===== src/rtl/debounce_pkg.sv =====
// Shared constants and helpers for the input debouncer slice.
package debounce_pkg;

    localparam int DEFAULT_CNT_MAX = 500000;

    function automatic int cnt_width(input int cnt_max);
        return $clog2(cnt_max + 1);
    endfunction

endpackage


===== src/rtl/input_debouncer_if.sv =====
// Channel bundle between raw board inputs and the debounced level/edge outputs.
interface input_debouncer_if #(
    parameter int N_IN = 2
);
    logic [N_IN-1:0] raw_in;
    logic [N_IN-1:0] level_out;
    logic [N_IN-1:0] rise_out;
    logic [N_IN-1:0] fall_out;

    modport master (output raw_in, input level_out, input rise_out, input fall_out);
    modport slave  (input raw_in, output level_out, output rise_out, output fall_out);
endinterface


===== src/rtl/debounce_cell.sv =====
// One debouncer channel: 2-flop synchronizer, stability counter, level register, edge pulses.
// Edge pulse registers exist only when DEBOUNCER_EDGE_EN is defined; otherwise pulses are tied low.
module debounce_cell
    import debounce_pkg::*;
#(
    parameter int CNT_MAX = DEFAULT_CNT_MAX
) (
    input  logic clock,
    input  logic reset,
    input  logic raw_in,
    output logic level_out,
    output logic rise_out,
    output logic fall_out
);

    localparam int CW = cnt_width(CNT_MAX);
    localparam logic [CW-1:0] CNT_LAST = CW'(CNT_MAX - 1);

    logic          s1_q, s1_d;
    logic          s2_q, s2_d;
    logic [CW-1:0] cnt_q, cnt_d;
    logic          level_q, level_d;
    logic          fire;

    always_comb begin
        s1_d    = raw_in;
        s2_d    = s1_q;
        cnt_d   = '0;
        level_d = level_q;
        fire    = 1'b0;
        // Any sample matching the current level discards the mismatch streak.
        if (s2_q != level_q) begin
            if (cnt_q == CNT_LAST) begin
                fire    = 1'b1;
                level_d = s2_q;
            end else begin
                cnt_d = cnt_q + 1'b1;
            end
        end
    end

    always_ff @(posedge clock or posedge reset) begin
        if (reset) begin
            s1_q    <= 1'b0;
            s2_q    <= 1'b0;
            cnt_q   <= '0;
            level_q <= 1'b0;
        end else begin
            s1_q    <= s1_d;
            s2_q    <= s2_d;
            cnt_q   <= cnt_d;
            level_q <= level_d;
        end
    end

    assign level_out = level_q;

`ifdef DEBOUNCER_EDGE_EN
    logic rise_q, rise_d;
    logic fall_q, fall_d;

    always_comb begin
        rise_d = fire & s2_q;
        fall_d = fire & ~s2_q;
    end

    always_ff @(posedge clock or posedge reset) begin
        if (reset) begin
            rise_q <= 1'b0;
            fall_q <= 1'b0;
        end else begin
            rise_q <= rise_d;
            fall_q <= fall_d;
        end
    end

    assign rise_out = rise_q;
    assign fall_out = fall_q;
`else
    assign rise_out = 1'b0;
    assign fall_out = 1'b0;
`endif

endmodule


===== src/rtl/input_debouncer.sv =====
// Top: N_IN independent debounce channels; optional edge pulses via DEBOUNCER_EDGE_EN.
module input_debouncer
    import debounce_pkg::*;
#(
    parameter int N_IN    = 2,
    parameter int CNT_MAX = DEFAULT_CNT_MAX
) (
    input logic         clock,
    input logic         reset,
    input_debouncer_if.slave dbi
);

    for (genvar i = 0; i < N_IN; i++) begin : g_cell
        debounce_cell #(
            .CNT_MAX (CNT_MAX)
        ) u_cell (
            .clock     (clock),
            .reset     (reset),
            .raw_in    (dbi.raw_in[i]),
            .level_out (dbi.level_out[i]),
            .rise_out  (dbi.rise_out[i]),
            .fall_out  (dbi.fall_out[i])
        );
    end

endmodule


===== src/flat_wrapper.sv =====
// flat-port wrapper written by rule: the top's interface ports become plain ports
module input_debouncer_flat import debounce_pkg::*;
#(
    parameter int N_IN    = 2,
    parameter int CNT_MAX = DEFAULT_CNT_MAX
)
  (clock, reset, dbi_raw_in, dbi_level_out, dbi_rise_out, dbi_fall_out);
  input_debouncer_if #(.N_IN(N_IN)) dbi_i ();
  input logic clock;
  input logic reset;
  input wire logic [$bits(dbi_i.raw_in)-1:0] dbi_raw_in;
  output wire logic [$bits(dbi_i.level_out)-1:0] dbi_level_out;
  output wire logic [$bits(dbi_i.rise_out)-1:0] dbi_rise_out;
  output wire logic [$bits(dbi_i.fall_out)-1:0] dbi_fall_out;
  assign dbi_i.raw_in = dbi_raw_in;
  assign dbi_level_out = dbi_i.level_out;
  assign dbi_rise_out = dbi_i.rise_out;
  assign dbi_fall_out = dbi_i.fall_out;
  input_debouncer #(.N_IN(N_IN), .CNT_MAX(CNT_MAX)) u_core (.clock(clock), .reset(reset), .dbi(dbi_i));
endmodule

===== config.mk =====
export PLATFORM = sky130hd
export DESIGN_NAME = input_debouncer_flat
export DESIGN_NICKNAME = d
export VERILOG_FILES = /design/src/rtl/debounce_pkg.sv /design/src/rtl/input_debouncer_if.sv /design/src/rtl/debounce_cell.sv /design/src/rtl/input_debouncer.sv /design/src/flat_wrapper.sv
export SDC_FILE = /design/constraint.sdc
export NUM_CORES = 1
export LEC_CHECK = 0
export ABC_AREA = 1
export CORE_MARGIN = 10
export CORE_UTILIZATION = 30
export DETAILED_ROUTE_END_ITERATION = 10
export HOLD_SLACK_MARGIN = 0.08
export RECOVER_POWER = 50
export SYNTH_ARGS = -nofsm -noshare
export SYNTH_HDL_FRONTEND = slang
export SYNTH_SLANG_ARGS = --single-unit
export TNS_END_PERCENT = 5

===== constraint.sdc =====
create_clock -name clock -period 1.6 [get_ports clock]
set_input_delay 0.24 -clock clock [delete_from_list [all_inputs] [get_ports clock]]
set_output_delay 0.24 -clock clock [all_outputs]
set_load 0.05 [all_outputs]

==> parameters.txt, run 1 <==
Parameter                              Value

Setup path
  Nature of the critical path endpoint ... flip-flop
  Data arrival time of the critical path ... 1.62 ns
  Largest fanout of any net on the critical path ... 6
  Worst-case reg-to-reg path depth ... 6
  CP delay by family, top ... simple AND/OR/NAND/NOR gates
  Endpoint of the worst register-to-register path ... u_core.g_cell[1].u_cell.cnt_q[8]
  Critical path startpoint ... u_core.g_cell[1].u_cell.cnt_q[0]
  Worst path max stage delay ... 0.38 ns
  R2R setup slack ... between 0.15 and 0.2 ns
  List of cells traversed by the critical path ... ha_1, nand4_1, nor2_1, a21oi_4, inv_2, nor2_1
  Required @ worst endpoint ... 1.79 ns
  Type of origin of the critical path ... flip-flop
  Buffer and inverter count on the worst path ... 1
  Critical path class ... flip-flop to flip-flop
  Most frequent cell on the critical path ... sky130_fd_sc_hd__nor2_1
  R2R Path Start ... u_core.g_cell[1].u_cell.cnt_q[0]
  Crit path max-delay cell type ... sky130_fd_sc_hd__dfrtp_1

Pwr
  Sw power ... 0.474 mW
  Power density cells ... 815 mW/mm²
  Leakage ... 1.15 nW
  Total power consumption of the routed design ... 2.18 mW
  Part of the power in combinational logic ... 0.047
  Peak supply drop ... 419 µV
  Cell Int Power ... 1.71 mW
  Portion of total power attributed to sequential cells ... 0.523
  Fraction of power spent switching nets ... 0.218
  Clock network power share ... 0.430

Floorplanning
  Die span in y ... 109 µm
  Initial Utilization ... 0.307
  Placeable core area ... 0.00773 mm²
  Width of the chip ... 109 µm
  Boundary pin count ... 10
  Count of standard-cell rows ... 32
  Die footprint ... 0.0119 mm²

Timing
  Highest attainable clock frequency ... approximately 700 MHz
  Final hold vios ... 0
  Min cycle time layout ... 1.44 ns
  Sum of negative setup slack ... 0 ns
  Ratio of final minimum period to clock period ... 0.898
  Skew final ... 0.00503 ns
  Worst slew margin relative to its limit ... 0.287
  Count of endpoints failing setup in the final report ... 0
  Setup repair after global routing missed its margin ... no
  Final-report max-slew violation count ... 0
  Transition time of the tightest slew-check pin ... 1.07 ns

Logic synthesis
  Synth async-reset ratio ... 1.00
  Unique masters post-synth ... 27
  Yosys warnings ... 0
  Synthesized flop and latch total ... 44
  Cell area after synthesis ... 0.00238 mm²
  Gate count after technology mapping ... 297
  Main flop type after synthesis ... sky130_fd_sc_hd__dfrtp_1
  Post-synth EDFFs ... 0
  Largest cells by area after synthesis ... sky130_fd_sc_hd__dfrtp_1 (46%), sky130_fd_sc_hd__nor2_1 (12%), sky130_fd_sc_hd__nand2_1 (8.2%)
  Mean cell area of the mapped netlist ... 8.00 µm²
  Fraction of post-synthesis cell area in the top cell type by area ... 0.463
  Largest area contributor in the netlist ... sky130_fd_sc_hd__dfrtp_1
  Portion of the post-synthesis area used by sequential elements ... 0.463

Global route
  Global Route met3 Usage ... 0.0189
  Global-route wire length before repair ... 8220 µm
  GRT Residual Overflow ... 0
  GR Layer Usage met2 ... 0.138
  Global-route usage over all layers ... 0.0850
  Met1 usage in global routing ... 0.109
  Initial antenna violation count ... 0
  Pin count of the biggest net entering global routing ... 45
  Busiest layer in global routing ... met2
  Vias in the first global route ... 1782

Final layout
  Final-layout fill cell count ... between 800 and 900
  Fraction of final layout cells with drive strength greater than 1 ... 0.135
  Non-filler instance count after layout ... 412
  Net count, final ... ~320
  Multi-input logic area ... 0.00113 mm²
  Ant. Diodes ... 0
  Area growth from synthesis to final layout ... 12.5%
  Sequential cell area ... roughly 0.0011 mm²

Placed design
  Cell count after placement ... about 400
  Gp weighted congestion ... a little over 0.8
  Count of input and output buffers ... 5
  Placed wire-length estimate ... between 3000 and 4000 µm

Clocking
  Clock H-tree levels ... 2
  Clock transition at the register clock pins on the worst setup and hold paths after CTS ... 0.08 ns
  Post-CTS Setup Repair Bufs ... 0
  Number of CTS-inserted buffers ... 5
  CTS root buffer ... sky130_fd_sc_hd__clkbuf_8
  TritonCTS clock tree ... yes
  Max Buffers Root-to-Sink ... 2
  Clock net sink count ... 44
  Clk_lat worst skew ... 0.30 ns

Min path
  Worst hold stages ... 0
  Worst hold path type ... flip-flop to flip-flop
  Origin of the worst min-delay path ... u_core.g_cell[0].u_cell.s1_q
  Hold endpoint ... u_core.g_cell[0].u_cell.s2_q

Route
  Residual DRC ... 0
  Total number of vias ... 1782
  DRT Pass-1 Iters ... 4
  Wirelength, routed ... between 4000 and 5000 µm
  Starting DRC count in detailed routing ... between 70 and 80
  WL/cell ... approximately 11 µm
  Antenna Nets Post-Route ... 0
  Vias/cell ... around 4.3

Outcome
  Status ... complete, no violations

Flow run
  Maxcap violations ... 0
-- final cells by class --
class | instances | area share
Multi-Input combinational cell | 217 | 0.423
Clock buffer | 7 | 0.0360
Sequential cell | 44 | 0.412
Clock inverter | 1 | 0.0112
Inverter | 33 | 0.0463
Timing Repair Buffer | 8 | 0.0243
Tap cell | 102 | 0.0477
-- synth_stat cells (2+ instances only) --
library cell	number
sky130_fd_sc_hd__nor2_1	73
sky130_fd_sc_hd__nand2_1	52
sky130_fd_sc_hd__dfrtp_1	44
sky130_fd_sc_hd__inv_1	29
sky130_fd_sc_hd__nand3_1	18
sky130_fd_sc_hd__xor2_1	13
sky130_fd_sc_hd__a21oi_1	10
sky130_fd_sc_hd__buf_4	6
sky130_fd_sc_hd__nand2_2	6
sky130_fd_sc_hd__nor2_2	6
sky130_fd_sc_hd__nor2_4	5
sky130_fd_sc_hd__xnor2_1	5
sky130_fd_sc_hd__inv_2	4
sky130_fd_sc_hd__nand4_1	4
sky130_fd_sc_hd__nor3_1	4
sky130_fd_sc_hd__ha_1	2
sky130_fd_sc_hd__nand2_4	2
sky130_fd_sc_hd__nor3b_1	2
sky130_fd_sc_hd__o21a_1	2
sky130_fd_sc_hd__o21ai_0	2
sky130_fd_sc_hd__o21ai_1	2
-- power by group through the flow --
stage	logic [mW]	registers, mW	clock network, mW
floorplan	0.0825	1.16	0
global placement	0.109	1.16	0
detailed placement	0.109	1.16	0
CTS	0.110	1.14	0.981
global route	0.116	1.14	1.00
finish	0.102	1.14	0.937
-- timing repair --
action / 4_1_cts / 5_1_grt
setup endpoints to repair: 0 / 13
resized for setup: 0 / 3
hold buffers: 0 / 0
-- sequential cells by signal, indices dropped and copies added, names as in the netlist --
register	cells
u_core.g_cell.u_cell.cnt_q	38
u_core.g_cell.u_cell.level_out	2
u_core.g_cell.u_cell.s1_q	2
u_core.g_cell.u_cell.s2_q	2
-- metal layers --
layer / up-vias / wire, µm
li1: 929 / -
met1: 827 / 2190
met2: 19 / 2070
met3: 7 / 161
met4: 0 / 68
met5: - / 0
-- how the worst max path moves through the flow --
| stage | to | depth (start not counted) | slack [ns] |
|---|---|---|---|
| 2_1_floorplan | u_core.g_cell[0].u_cell.cnt_q[0] | 1 | 0.33 |
| 3_3_place_gp | u_core.g_cell[1].u_cell.cnt_q[5] | 6 | 0.14 |
| 3_5_place_dp | u_core.g_cell[0].u_cell.cnt_q[17] | 6 | 0.13 |
| 4_1_cts | u_core.g_cell[1].u_cell.cnt_q[8] | 6 | 0.11 |
| 5_1_grt | u_core.g_cell[0].u_cell.cnt_q[5] | 6 | 0.02 |
| 6_report | u_core.g_cell[1].u_cell.cnt_q[8] | 6 | 0.16 |
-- cell usage in the layout, fill, tap and decap left out, drive strengths merged --
cell type / synthesis / layout
nand3: 19 / 19
nor3: 4 / 4
xor2: 13 / 13
o21a: 2 / 2
dfrtp: 44 / 44
nor2: 85 / 85
or2: 1 / 1
buf: 6 / 4
clkinv: 0 / 1
conb: 1 / 4
xnor2: 6 / 6
a21oi: 11 / 11
nor3b: 2 / 2
clkbuf: 0 / 8
dlygate4sd3: 0 / 2
o21ai: 4 / 4
ha: 2 / 2
clkdlybuf4s50: 0 / 1
inv: 33 / 32
nand2: 60 / 60
bufinv: 0 / 1
nand4: 4 / 4
-- logic make-up after synthesis --
family                   synth area share
adder cells (fa/ha/maj)            0.0105
XOR/XNOR                           0.0732
flip-flops                          0.463
other                             0.00158
AND/OR/NAND/NOR                     0.341
buffers and inverters              0.0711
AO/OA/AOI/OAI                      0.0395
-- worst reg2reg max path, delay by kind of cell, from the launching register on --
kind	cells	cell delay, ns
and+or+nand+nor	3	0.47
DFF	1	0.38
adders and majority gates	1	0.19
AOI/OAI and AO/OA	1	0.14
buffers and inverters	1	0.14
-- through the flow --
stage                     utilization  area (µm²)  setup slack, ns  hold slack [ns]
final                           0.346        2670            0.163            0.358
after global placement          0.330        2550            0.137            0.336
after floorplan                     -        2390            0.329            0.271
after global routing            0.346        2670           0.0156            0.373
after detailed placement        0.330        2550            0.127            0.339
after CTS                       0.346        2680            0.112            0.277
Note: power is estimated with default switching activity, not from simulation.
==> inputs of run 2 (changes only) <==
Settings changed: GPL_TIMING_DRIVEN set to 0.
==> run 2 against run 1 <==
  * Hold slack barely moved
  * Final cell count up 0.97%
  * Via count down 1.5%
  * Clock-buffer cell count is 1 higher
  * Combinational power grew 4%
  * Register-to-register slack got worse by 0.02 ns
  * Sequential share of layout area increased by 0.096 points
  * Clock power is 23% lower
  * Sequential power is essentially flat
  * Routed wire length is 4.0% lower
  * Largest cell class unchanged
==> parameters.txt, run 2 (same netlist as run 1, synthesis figures left out) <==
Parameter                              Value

Min path
  Worst hold path type ... flip-flop to flip-flop

Clocking
  CTS hold repair buffers ... 0
  CTS root buffer ... sky130_fd_sc_hd__clkbuf_8
  Clk_lat worst skew ... around 0.29 ns
  Number of CTS-inserted buffers ... 5
  TritonCTS clock tree ... yes
  Clock net sink count ... 44
  Clock transition at the register clock pins on the worst setup and hold paths after CTS ... 0.08 ns
  Clock H-tree levels ... 2
  Max Buffers Root-to-Sink ... 2

Route
  Antenna Nets Post-Route ... 0
  Total number of vias ... about 1800
  WL/cell ... 10.3 µm
  Wirelength, routed ... 4300 µm
  Starting DRC count in detailed routing ... 77
  Vias/cell ... 4.22
  Residual DRC ... 0
  DRT Pass-1 Iters ... 4

Floorplanning
  Die footprint ... 0.0119 mm²
  Placeable core area ... 0.00773 mm²
  Boundary pin count ... 10
  Width of the chip ... ~110 µm
  Count of standard-cell rows ... 32
  Die span in y ... 109 µm
  Initial Utilization ... 0.307

Placed design
  Gp weighted congestion ... 0.824
  Placed wire-length estimate ... 3210 µm
  Count of input and output buffers ... 5

Global route
  Pin count of the biggest net entering global routing ... 30
  GRT Residual Overflow ... 0
  Global-route wire length before repair ... about 8000 µm
  Initial antenna violation count ... 0
  Vias in the first global route ... roughly 1800
  Global-route usage over all layers ... 0.0826

Timing
  Final worst hold slack ... 0.358 ns
  Final hold vios ... 0
  Setup repair after global routing missed its margin ... no
  Sum of negative setup slack ... 0 ns
  Worst slew margin relative to its limit ... 0.611
  Min cycle time layout ... 1.45 ns
  Skew final ... ~0.0045 ns
  Transition time of the tightest slew-check pin ... 0.583 ns
  Ratio of final minimum period to clock period ... 0.908
  Final-report max-slew violation count ... 0
  Count of endpoints failing setup in the final report ... 0
  Highest attainable clock frequency ... 689 MHz

Pwr
  Peak supply drop ... 462 µV
  Leakage ... 1.16 nW
  Power density cells ... 737 mW/mm²

Setup path
  Type of origin of the critical path ... flip-flop
  Data arrival time of the critical path ... 1.64 ns
  Required @ worst endpoint ... 1.79 ns
  Largest fanout of any net on the critical path ... 6
  Critical path class ... flip-flop to flip-flop
  Nature of the critical path endpoint ... flip-flop

Final layout
  Ant. Diodes ... 0
  Flip-flop count of the largest register, all copies and words added ... 38
  Net count, final ... 319
  Fraction of final layout cells with drive strength greater than 1 ... 0.137
  Register with the most flip-flops ... u_core.g_cell.u_cell.cnt_q
  Most frequent cells in the layout ... sky130_fd_sc_hd__nor2_1 (73), sky130_fd_sc_hd__nand2_1 (51), sky130_fd_sc_hd__dfrtp_1 (44)
  Area growth from synthesis to final layout ... 12.3%
  Leading cell type in the layout, fill and taps excluded ... sky130_fd_sc_hd__nor2_1

Outcome
  Status ... complete, no violations

Flow run
  Maxcap violations ... 0
run 2: critical path, cell delays in order (launching register included):
cell and delay (ns):
sky130_fd_sc_hd__dfrtp_1 0.37, sky130_fd_sc_hd__ha_1 0.20, sky130_fd_sc_hd__nand4_1 0.14, sky130_fd_sc_hd__nor2_1 0.29, sky130_fd_sc_hd__a21oi_4 0.14, sky130_fd_sc_hd__inv_2 0.15, sky130_fd_sc_hd__nor2_1 0.06
run 2: cell type report:
cell class	instances	area, µm²
inverters	33	124
flip-flops and latches	44	1100
clock buffers	8	90.1
plain buffers	6	45.0
well taps	102	128
multi-input cells	217	1130
repair buffers	6	52.6
fillers	823	5060
run 2: repair_timing:
item / CTS / global route
endpoints found under the setup margin: 2 / 13
gates resized for setup: 3 / 3
hold endpoints to repair: 0 / 0
setup buffers: 0 / 0
run 2: metrics by stage:
stage	setup slack (ns)	std cells	power, mW	area, µm²	util
2_1_floorplan	0.329	300	1.24	2390	-
3_3_place_gp	-0.639	407	1.27	2560	0.332
3_5_place_dp	0.0303	408	1.28	2580	0.335
4_1_cts	0.0308	416	2.00	2670	0.346
5_1_grt	0.0128	416	2.05	2670	0.345
6_report	0.148	416	1.96	2670	0.345
run 2: worst paths after layout:
path	cells past startpoint	end	slack [ns]	startpoint
min reg2reg	0	u_core.g_cell[1].u_cell.s2_q	0.36	u_core.g_cell[1].u_cell.s1_q
max reg2reg	6	u_core.g_cell[1].u_cell.cnt_q[0]	0.15	u_core.g_cell[1].u_cell.cnt_q[0]
min	0	u_core.g_cell[1].u_cell.s2_q	0.36	u_core.g_cell[1].u_cell.s1_q
max in group asynchronous	3	u_core.g_cell[0].u_cell.cnt_q[3]	0.27	reset
max	6	u_core.g_cell[1].u_cell.cnt_q[0]	0.15	u_core.g_cell[1].u_cell.cnt_q[0]
min in group asynchronous	2	u_core.g_cell[0].u_cell.cnt_q[11]	0.44	reset
run 2: metal layers:
| metal | vias to the layer above | share of wire | GRT usage |
|---|---|---|---|
| met5 | - | 0 | 0 |
| met4 | 0 | 0.016 | 0.0320 |
| met3 | 7 | 0.029 | 0.0195 |
| met2 | 13 | 0.44 | 0.129 |
| met1 | 796 | 0.52 | 0.108 |
| li1 | 940 | - | - |
run 2: report_power, final:
group          internal (mW)  switching, mW  total (mW)
Sequential              1.13         0.0114        1.14
Combinational         0.0297         0.0763       0.106
Clock                  0.353          0.367       0.720
